--- config.mk ---
export PLATFORM = sky130hd
export DESIGN_NAME = unified_mem_arbiter
export DESIGN_NICKNAME = d
export VERILOG_FILES = /design/src/rtl/processor_pkg.sv /design/src/rtl/arb_starve_counter.sv /design/src/rtl/unified_mem_arbiter.sv
export SDC_FILE = /design/constraint.sdc
export NUM_CORES = 1
export LEC_CHECK = 0
export CORE_AREA = 3 3 105 107
export CTS_BUF_LIST = sky130_fd_sc_hd__clkbuf_4
export CTS_CLUSTER_SIZE = 30
export DETAILED_ROUTE_END_ITERATION = 6
export DIE_AREA = 0 0 108 110
export DONT_BUFFER_PORTS = 1
export HOLD_SLACK_MARGIN = 0.1
export PLACE_DENSITY = 0.56
export SYNTH_ARGS = -nofsm -noshare
export SYNTH_HDL_FRONTEND = slang
export SYNTH_SLANG_ARGS = --single-unit
--- constraint.sdc ---
create_clock -name clock -period 1.9 [get_ports clock]
set_clock_uncertainty 0.05 [all_clocks]
set_input_delay 0.19 -clock clock [delete_from_list [all_inputs] [get_ports clock]]
set_output_delay 0.19 -clock clock [all_outputs]
set_load 0.005 [all_outputs]
--- src/rtl/processor_pkg.sv ---
// Shared processor definitions: pipeline constants, memory access field widths
// and the unified memory arbiter state encoding.
package processor_pkg;

  localparam int XLEN       = 32;
  localparam int RESET_PC   = 32'h0000_0000;
  localparam int NUM_STAGES = 5;

  localparam int MEM_ADDR_W = 32;
  localparam int MEM_DATA_W = 32;
  localparam int MEM_STRB_W = MEM_DATA_W / 8;

  typedef enum logic [1:0] {
    ARB_IDLE   = 2'd0,
    ARB_BUSY_I = 2'd1,
    ARB_BUSY_D = 2'd2
  } arb_state_e;

endpackage

--- src/rtl/arb_starve_counter.sv ---
// Saturating count of consecutive data grants taken while a fetch is waiting.
module arb_starve_counter #(
  parameter int STARVE_LIMIT = 4
) (
  input  logic clock,
  input  logic reset,
  input  logic inc_i,
  input  logic clr_i,
  output logic full_o
);

  localparam int CW = $clog2(STARVE_LIMIT + 1);
  localparam logic [CW-1:0] LIMIT = CW'(STARVE_LIMIT);

  logic [CW-1:0] cnt_q, cnt_d;

  always_comb begin
    cnt_d = cnt_q;
    if (clr_i)
      cnt_d = '0;
    else if (inc_i && (cnt_q != LIMIT))
      cnt_d = cnt_q + CW'(1);
  end

  always_ff @(posedge clock or negedge reset) begin
    if (!reset)
      cnt_q <= '0;
    else
      cnt_q <= cnt_d;
  end

  assign full_o = (cnt_q == LIMIT);

endmodule

--- src/rtl/unified_mem_arbiter.sv ---
// Arbitrates the single-ported unified memory between fetch (I) and data (D) ports.
// D has priority; the starvation counter forces an I grant after STARVE_LIMIT D grants.
module unified_mem_arbiter
  import processor_pkg::*;
#(
  parameter int ADDR_WIDTH   = MEM_ADDR_W,
  parameter int DATA_WIDTH   = MEM_DATA_W,
  parameter int STARVE_LIMIT = 4
) (
  input  logic                    clock,
  input  logic                    reset,
  input  logic                    i_req,
  input  logic [ADDR_WIDTH-1:0]   i_addr,
  input  logic                    i_flush,
  output logic                    i_ready,
  output logic [DATA_WIDTH-1:0]   i_rdata,
  input  logic                    d_req,
  input  logic                    d_we,
  input  logic [ADDR_WIDTH-1:0]   d_addr,
  input  logic [DATA_WIDTH-1:0]   d_wdata,
  input  logic [DATA_WIDTH/8-1:0] d_wstrb,
  output logic                    d_ready,
  output logic [DATA_WIDTH-1:0]   d_rdata,
  output logic                    mem_req,
  output logic                    mem_we,
  output logic [ADDR_WIDTH-1:0]   mem_addr,
  output logic [DATA_WIDTH-1:0]   mem_wdata,
  output logic [DATA_WIDTH/8-1:0] mem_wstrb,
  input  logic                    mem_ready,
  input  logic [DATA_WIDTH-1:0]   mem_rdata
);

  arb_state_e                state_q;
  logic                      mem_we_q;
  logic [ADDR_WIDTH-1:0]     mem_addr_q;
  logic [DATA_WIDTH-1:0]     mem_wdata_q;
  logic [DATA_WIDTH/8-1:0]   mem_wstrb_q;
  logic                      discard_q;

  logic i_pend;
  logic starve_full;
  logic grant_d;
  logic grant_i;

  assign i_pend  = i_req && !i_flush;
  assign grant_d = (state_q == ARB_IDLE) && d_req && !(i_pend && starve_full);
  assign grant_i = (state_q == ARB_IDLE) && !grant_d && i_pend;

  arb_starve_counter #(
    .STARVE_LIMIT (STARVE_LIMIT)
  ) u_starve (
    .clock  (clock),
    .reset  (reset),
    .inc_i  (grant_d && i_pend),
    .clr_i  (grant_i || (grant_d && !i_pend)),
    .full_o (starve_full)
  );

  always_ff @(posedge clock or negedge reset) begin
    if (!reset) begin
      state_q     <= ARB_IDLE;
      mem_we_q    <= 1'b0;
      mem_addr_q  <= '0;
      mem_wdata_q <= '0;
      mem_wstrb_q <= '0;
      discard_q   <= 1'b0;
    end else begin
      case (state_q)
        ARB_IDLE: begin
          discard_q <= 1'b0;
          if (grant_d) begin
            state_q     <= ARB_BUSY_D;
            mem_we_q    <= d_we;
            mem_addr_q  <= d_addr;
            mem_wdata_q <= d_wdata;
            mem_wstrb_q <= d_we ? d_wstrb : '0;
          end else if (grant_i) begin
            state_q     <= ARB_BUSY_I;
            mem_we_q    <= 1'b0;
            mem_addr_q  <= i_addr;
            mem_wdata_q <= '0;
            mem_wstrb_q <= '0;
          end
        end
        // A flushed fetch still has to drain the memory access before IDLE.
        ARB_BUSY_I: begin
          if (mem_ready) begin
            state_q   <= ARB_IDLE;
            discard_q <= 1'b0;
          end else if (i_flush) begin
            discard_q <= 1'b1;
          end
        end
        ARB_BUSY_D: begin
          if (mem_ready)
            state_q <= ARB_IDLE;
        end
        default: state_q <= ARB_IDLE;
      endcase
    end
  end

  assign mem_req   = (state_q != ARB_IDLE);
  assign mem_we    = mem_we_q;
  assign mem_addr  = mem_addr_q;
  assign mem_wdata = mem_wdata_q;
  assign mem_wstrb = mem_wstrb_q;

  assign d_ready = (state_q == ARB_BUSY_D) && mem_ready;
  assign i_ready = (state_q == ARB_BUSY_I) && mem_ready && !discard_q && !i_flush;
  assign d_rdata = mem_rdata;
  assign i_rdata = mem_rdata;

endmodule

Yosys cells after proc, flatten, opt, wreduce, memory -nomap -nowiden

Index checks and enable logic that the tools add are counted.

$add $sub $neg: 1
Equal/unequal tests: 7
Mux-type cells: 18
Reductions and logical operators: 28

Operator list:

| cell                                                                   | count |
|---|---|
| 32-bit two-way mux                                                     | 4 |
| 1-bit logical AND                                                      | 13 |
| 4-bit two-way mux                                                      | 3 |
| 3-bit != test (second input constant)                                  | 3 |
| 2-bit nonzero test                                                     | 4 |
| 2-bit two-way mux                                                      | 3 |
| 3-bit two-way mux                                                      | 2 |
| 2-bit AND reduction                                                    | 3 |
| 1-bit logical NOT                                                      | 5 |
| 1-bit two-way mux                                                      | 4 |
| 2-bit case mux with 2 select lines                                     | 1 |
| 3-bit by 1-bit adder with 3-bit output (second input constant)         | 1 |
| 3-bit equality test (second input constant)                            | 1 |
| 2-bit by 1-bit equality test with 1-bit output (second input constant) | 1 |
| 2-bit equality test (second input constant)                            | 1 |
| 2-bit logical NOT                                                      | 1 |
| 2-bit by 1-bit != test with 1-bit output (second input constant)       | 1 |
| 1-bit case mux with 2 select lines                                     | 1 |
| 2-bit OR reduction                                                     | 1 |
| 1-bit logical OR                                                       | 1 |

Register bits: 75
Input bits: 139
Output and inout bits: 136
Word-level logic and storage cells: 61

Logic depth before layout (Yosys ltp)

Depth after elaboration: 11
Mapped depth: 8
Depth with buffers taken out: 5

Cells and area by module

From an unflattened synthesis, not the netlist that was laid out.

Cells, all modules: 386
Area, all modules: 4454.3 µm²

Modules (own cells, without submodules):

| module              | instances | cells an instance | area each (µm²) | seq. area each (µm²) |
|---|---|---|---|---|
| unified_mem_arbiter | 1         | 368               | 4256.6          | 1801.7 |
| arb_starve_counter  | 1         | 18                | 197.7           | 75.1 |

Worst setup path before layout

No wires, ideal clock.

Kind: register to register
Start: reg state_q[0]
End: reg state_q[0]
Setup time: 0.125 ns
Data arrival time: 1.455 ns
Required time: 1.725 ns
Slack: 0.270 ns
Stages on the path, launching flop included: 7
Path buffers: 1
Clock period less this slack: 1.630 ns
Cells stage by stage: dfrtp_1 -> inv_1 -> ha_1 -> buf_4 -> inv_1 -> o32a_4 -> mux2_4

Longest elaborated chain between the ends: 8
Elaborated cells between the ends (all ways): 14
Those cells by class: 4 x eq/ne; 2 x mux; 8 x reduce/logical

Ends and longest elaborated chain:

| item                                 | RTL line                                                                        | text |
|---|---|---|
| start, declared                      | unified_mem_arbiter.sv:33                                                       | `arb_state_e state_q;` |
| start signal, assigned               | unified_mem_arbiter.sv:61                                                       | `state_q <= ARB_IDLE;` |
| start signal, assigned               | unified_mem_arbiter.sv:72                                                       | `state_q <= ARB_BUSY_D;` |
| start signal, assigned               | unified_mem_arbiter.sv:78                                                       | `state_q <= ARB_BUSY_I;` |
| 2-bit logical NOT                    | unified_mem_arbiter.sv:46, unified_mem_arbiter.sv:47, unified_mem_arbiter.sv:68 |  |
| 1-bit logical AND (2 in a row)       | unified_mem_arbiter.sv:46                                                       | `assign grant_d = (state_q == ARB_IDLE) && d_req && !(i_pend && starve_full);` |
| 1-bit logical NOT                    | unified_mem_arbiter.sv:47                                                       | `assign grant_i = (state_q == ARB_IDLE) && !grant_d && i_pend;` |
| 1-bit logical AND (2 in a row)       | unified_mem_arbiter.sv:47                                                       |  |
| 3-bit != test (no source line)       | n/a                                                                             |  |
| 2-bit AND reduction (no source line) | n/a                                                                             |  |

Parallel ways exist; a longest one is shown, timed or not.
A chain may end at the register's enable or synchronous reset.

Final worst setup path

Start: reg state_q[0]
End: reg u_starve.cnt_q[0]

Longest elaborated chain between the ends: 8
Elaborated cells between the ends (all ways): 12
Those cells by class: 1 x mux; 11 x reduce/logical

Ends and longest elaborated chain:

| item                                                           | RTL line                                             | text |
|---|---|---|
| 2-bit logical NOT *                                            | unified_mem_arbiter.sv:46, unified_mem_arbiter.sv:47 |  |
| 1-bit logical AND (2 in a row)                                 | unified_mem_arbiter.sv:46                            |  |
| 1-bit logical NOT                                              | unified_mem_arbiter.sv:47                            |  |
| 1-bit logical AND (2 in a row)                                 | unified_mem_arbiter.sv:47                            |  |
| 1-bit logical OR                                               | unified_mem_arbiter.sv:55                            | `.clr_i (grant_i \|\| (grant_d && !i_pend)),` |
| 3-bit two-way mux / 2-bit nonzero test (equally long branches) | n/a                                                  |  |
| end signal, assigned                                           | arb_starve_counter.sv:29                             | `cnt_q <= cnt_d;` |
| end, declared                                                  | arb_starve_counter.sv:15                             | `logic [CW-1:0] cnt_q, cnt_d;` |

Every way passes the cells marked *; elsewhere a longest branch is shown, timed or not.

==> flow_summary.ini <==
[outcome]
status = finished with violations
violations = hold timing

[power_and_ir_drop]
combPwrFrac_pct = 36.9
powerDensity_nw_per_um2 = 1430
p_int_uw = 4100
clockPowerShare_pct = 18.0
swShare_pct = 37.2
pwr-share-seq_pct = 45.1
p_leak_uw = 0.00182
ir_drop_v = 0.000511
p_sw_uw = 2430

[sta]
maxSlewViolCount = 0
period_minus_slack_ns = 1.75
period_share_pct = 92.1
fmax_mhz = 572
relSlewSlack_pct = 69.7
whs_ns = -0.114
setup-tns-final_ns = 0
grt_setup_unrepaired = false
hold_viol = 18
setup_viol = 0
worstMarginPinSlew_ns = 0.454

[cts]
h-tree-depth = 3
clk_latency_ns = 0.43
clkSinkCount = 75
root_buffer = clkbuf_4
clk_path_buf_depth = 2
cts_tree = done
ctsHoldBuffers = 42
cts.clk_slew.worst_paths_ns = 0.13
cts_buffers = 9

[yosys]
synthTopCellsByArea = dfrtp_1 43%, buf_4 12%, o221ai_2 10%
synth_edf_count = 0
synth_common_cells = 75 x dfrtp_1, 68 x buf_4, 35 x a22o_1, 32 x a21boi_0, 32 x o22a_1
postSynthAreaPerCell_um2 = 11.6
yosysMostFrequentCell = dfrtp_1
yosys_warnings = 0
synth_top_cell_by_area = dfrtp_1
yosysUniqueCellTypes = 32
yosys_most_used_dff = dfrtp_1
netlist_area_um2 = 4410
ys_ff_latch = 75
synthArstFlopShare_pct = 100
syn_inst = 380
synth_nets = 524
yosysTopAreaCellShare_pct = 42.5
yosysSeqAreaShare_pct = 42.5

[route]
vias = 2891
drtIter0Drc = 140
dr.pass1.iters = 5
wirelength_mm = 10.9
wl_per_cell_um = 22.3
drc = 0
antenna_left = 0
drt-met1-wl_mm = 4.43
maxUsedRoutingLayer = met4
wl_met2_mm = 5.30
dr_wl_met3_um = 833
via_per_inst = 5.94

[global_routing]
track_usage_pct = 18.3
grt_pass1_vias = 3099
grt_pass1_wl_mm = 16.7
antenna_found_initial = 1
grt_max_degree = 76
grt-ovfl-total = 0

[place]
gp_routability_congestion = 0.748
io_buffers = 0
hpwl_mm = 7.36

[worst_setup_path]
crit_type = register to register
crit_required_ns = 2.18
crit_fanout = 40
startpoint_type = register
end_kind = register
crit_arrival_ns = 2.03

[floorplanning]
die-area_um2 = 11900
fp.dieW_um = 108
rows = 37
core-area_um2 = 10200
die_h_um = 110
ioPinCount = 275
initial_core_util_pct = 43.1

[final_layout]
area_growth_pct = 3.74
drive_gt1_share_pct = 21.4
nNetsFinal = 489

[hold_path]
timing.hold.worst.class = input port to register

[flow_run]
maxCapViolCount = 0
[placed cells by master, fill, tap and decap left out, types with 9 or more instances in the layout]
cell,count
dlygate4sd3_1,41
a22o_1,35
nand3_1,24
nand2_1,10
dfrtp_1,75
buf_4,14
clkbuf_4,9
o221ai_2,30
a21boi_0,32
o22a_1,32
[through the flow]
| step | power [µW] | setup WS, ns | utilization [%] | std cells | area, µm² |
|---|---|---|---|---|---|
| final | 6530 | 0.151 | 44.8 | 487 | 4580 |
| after floorplan | 4880 | 0.270 | - | 380 | 4410 |
| after CTS | 6620 | 0.115 | 44.7 | 486 | 4570 |
| after detailed placement | 5310 | 0.155 | 38.8 | 428 | 3970 |
| after global routing | 7000 | 0.0122 | 44.8 | 487 | 4580 |
| after global placement | 5220 | 0.215 | 38.8 | 428 | 3970 |
[path summary, 6_finish.rpt]
check	start	to	slack (ns)	cells after the start
setup / recovery	state_q[0]	u_starve.cnt_q[0]	0.15	6
hold / removal	d_req	u_starve.cnt_q[2]	-0.11	1
setup reg to reg	state_q[0]	u_starve.cnt_q[0]	0.15	6
hold reg to reg	discard_q	discard_q	0.47	1
max in group asynchronous	reset	mem_addr[19]	1.24	2
min in group asynchronous	reset	mem_wdata[4]	0.23	2
[worst max-delay path: stages (launching register included)]
cell	delay, ns
dfrtp_1	0.42
inv_1	0.09
ha_2	0.24
buf_4	0.20
o21ai_2	0.06
buf_4	0.27
mux2_2	0.31
[cells by family after synthesis]
| logic type | count (synthesis) | share of synthesized area, % |
|---|---|---|
| fa+ha+maj | 5 | 1.42 |
| buf+inv | 110 | 17.6 |
| flops | 75 | 42.5 |
| simple gates | 46 | 5.90 |
| compound gates | 141 | 31.6 |
| mux | 3 | 0.935 |
[registers in the layout, indices dropped and copies added (netlist names)]
name            cells
mem_wdata          32
discard_q           1
u_starve.cnt_q      3
mem_addr           32
mem_wstrb           4
mem_we              1
state_q             2
[power groups by stage]
stage	sequential (µW)	clock, µW	combinational [µW]
floorplan	2780	0	2100
global placement	2990	0	2220
detailed placement	3010	0	2300
CTS	2970	1230	2420
global route	3040	1280	2680
finish	2940	1180	2410
[repair_timing]
item,in CTS,in global routing
setup endpoints to repair,0,19
setup buffers,0,0
endpoints found under the hold margin,150,37
gates resized for setup,0,3
[cell type report]
cell class / instances / area (µm²)
Sequential cell: 75 / 1880
Clock buffer: 9 / 67.6
Multi-Input combinational cell: 195 / 1770
Antenna cell: 1 / 2.50
Fill cell: 966 / 5650
Inverter: 6 / 22.5
Clock inverter: 7 / 98.8
Tap cell: 136 / 170
Timing Repair Buffer: 58 / 574
[layer usage]
metal  vias to the layer above  track usage, %
met5                         -               0
met4                         0            10.0
met3                        42            5.53
met2                       101            28.9
met1                      1437            22.5
li1                       1311               -
No activity file was read; power rests on OpenSTA's default activity.
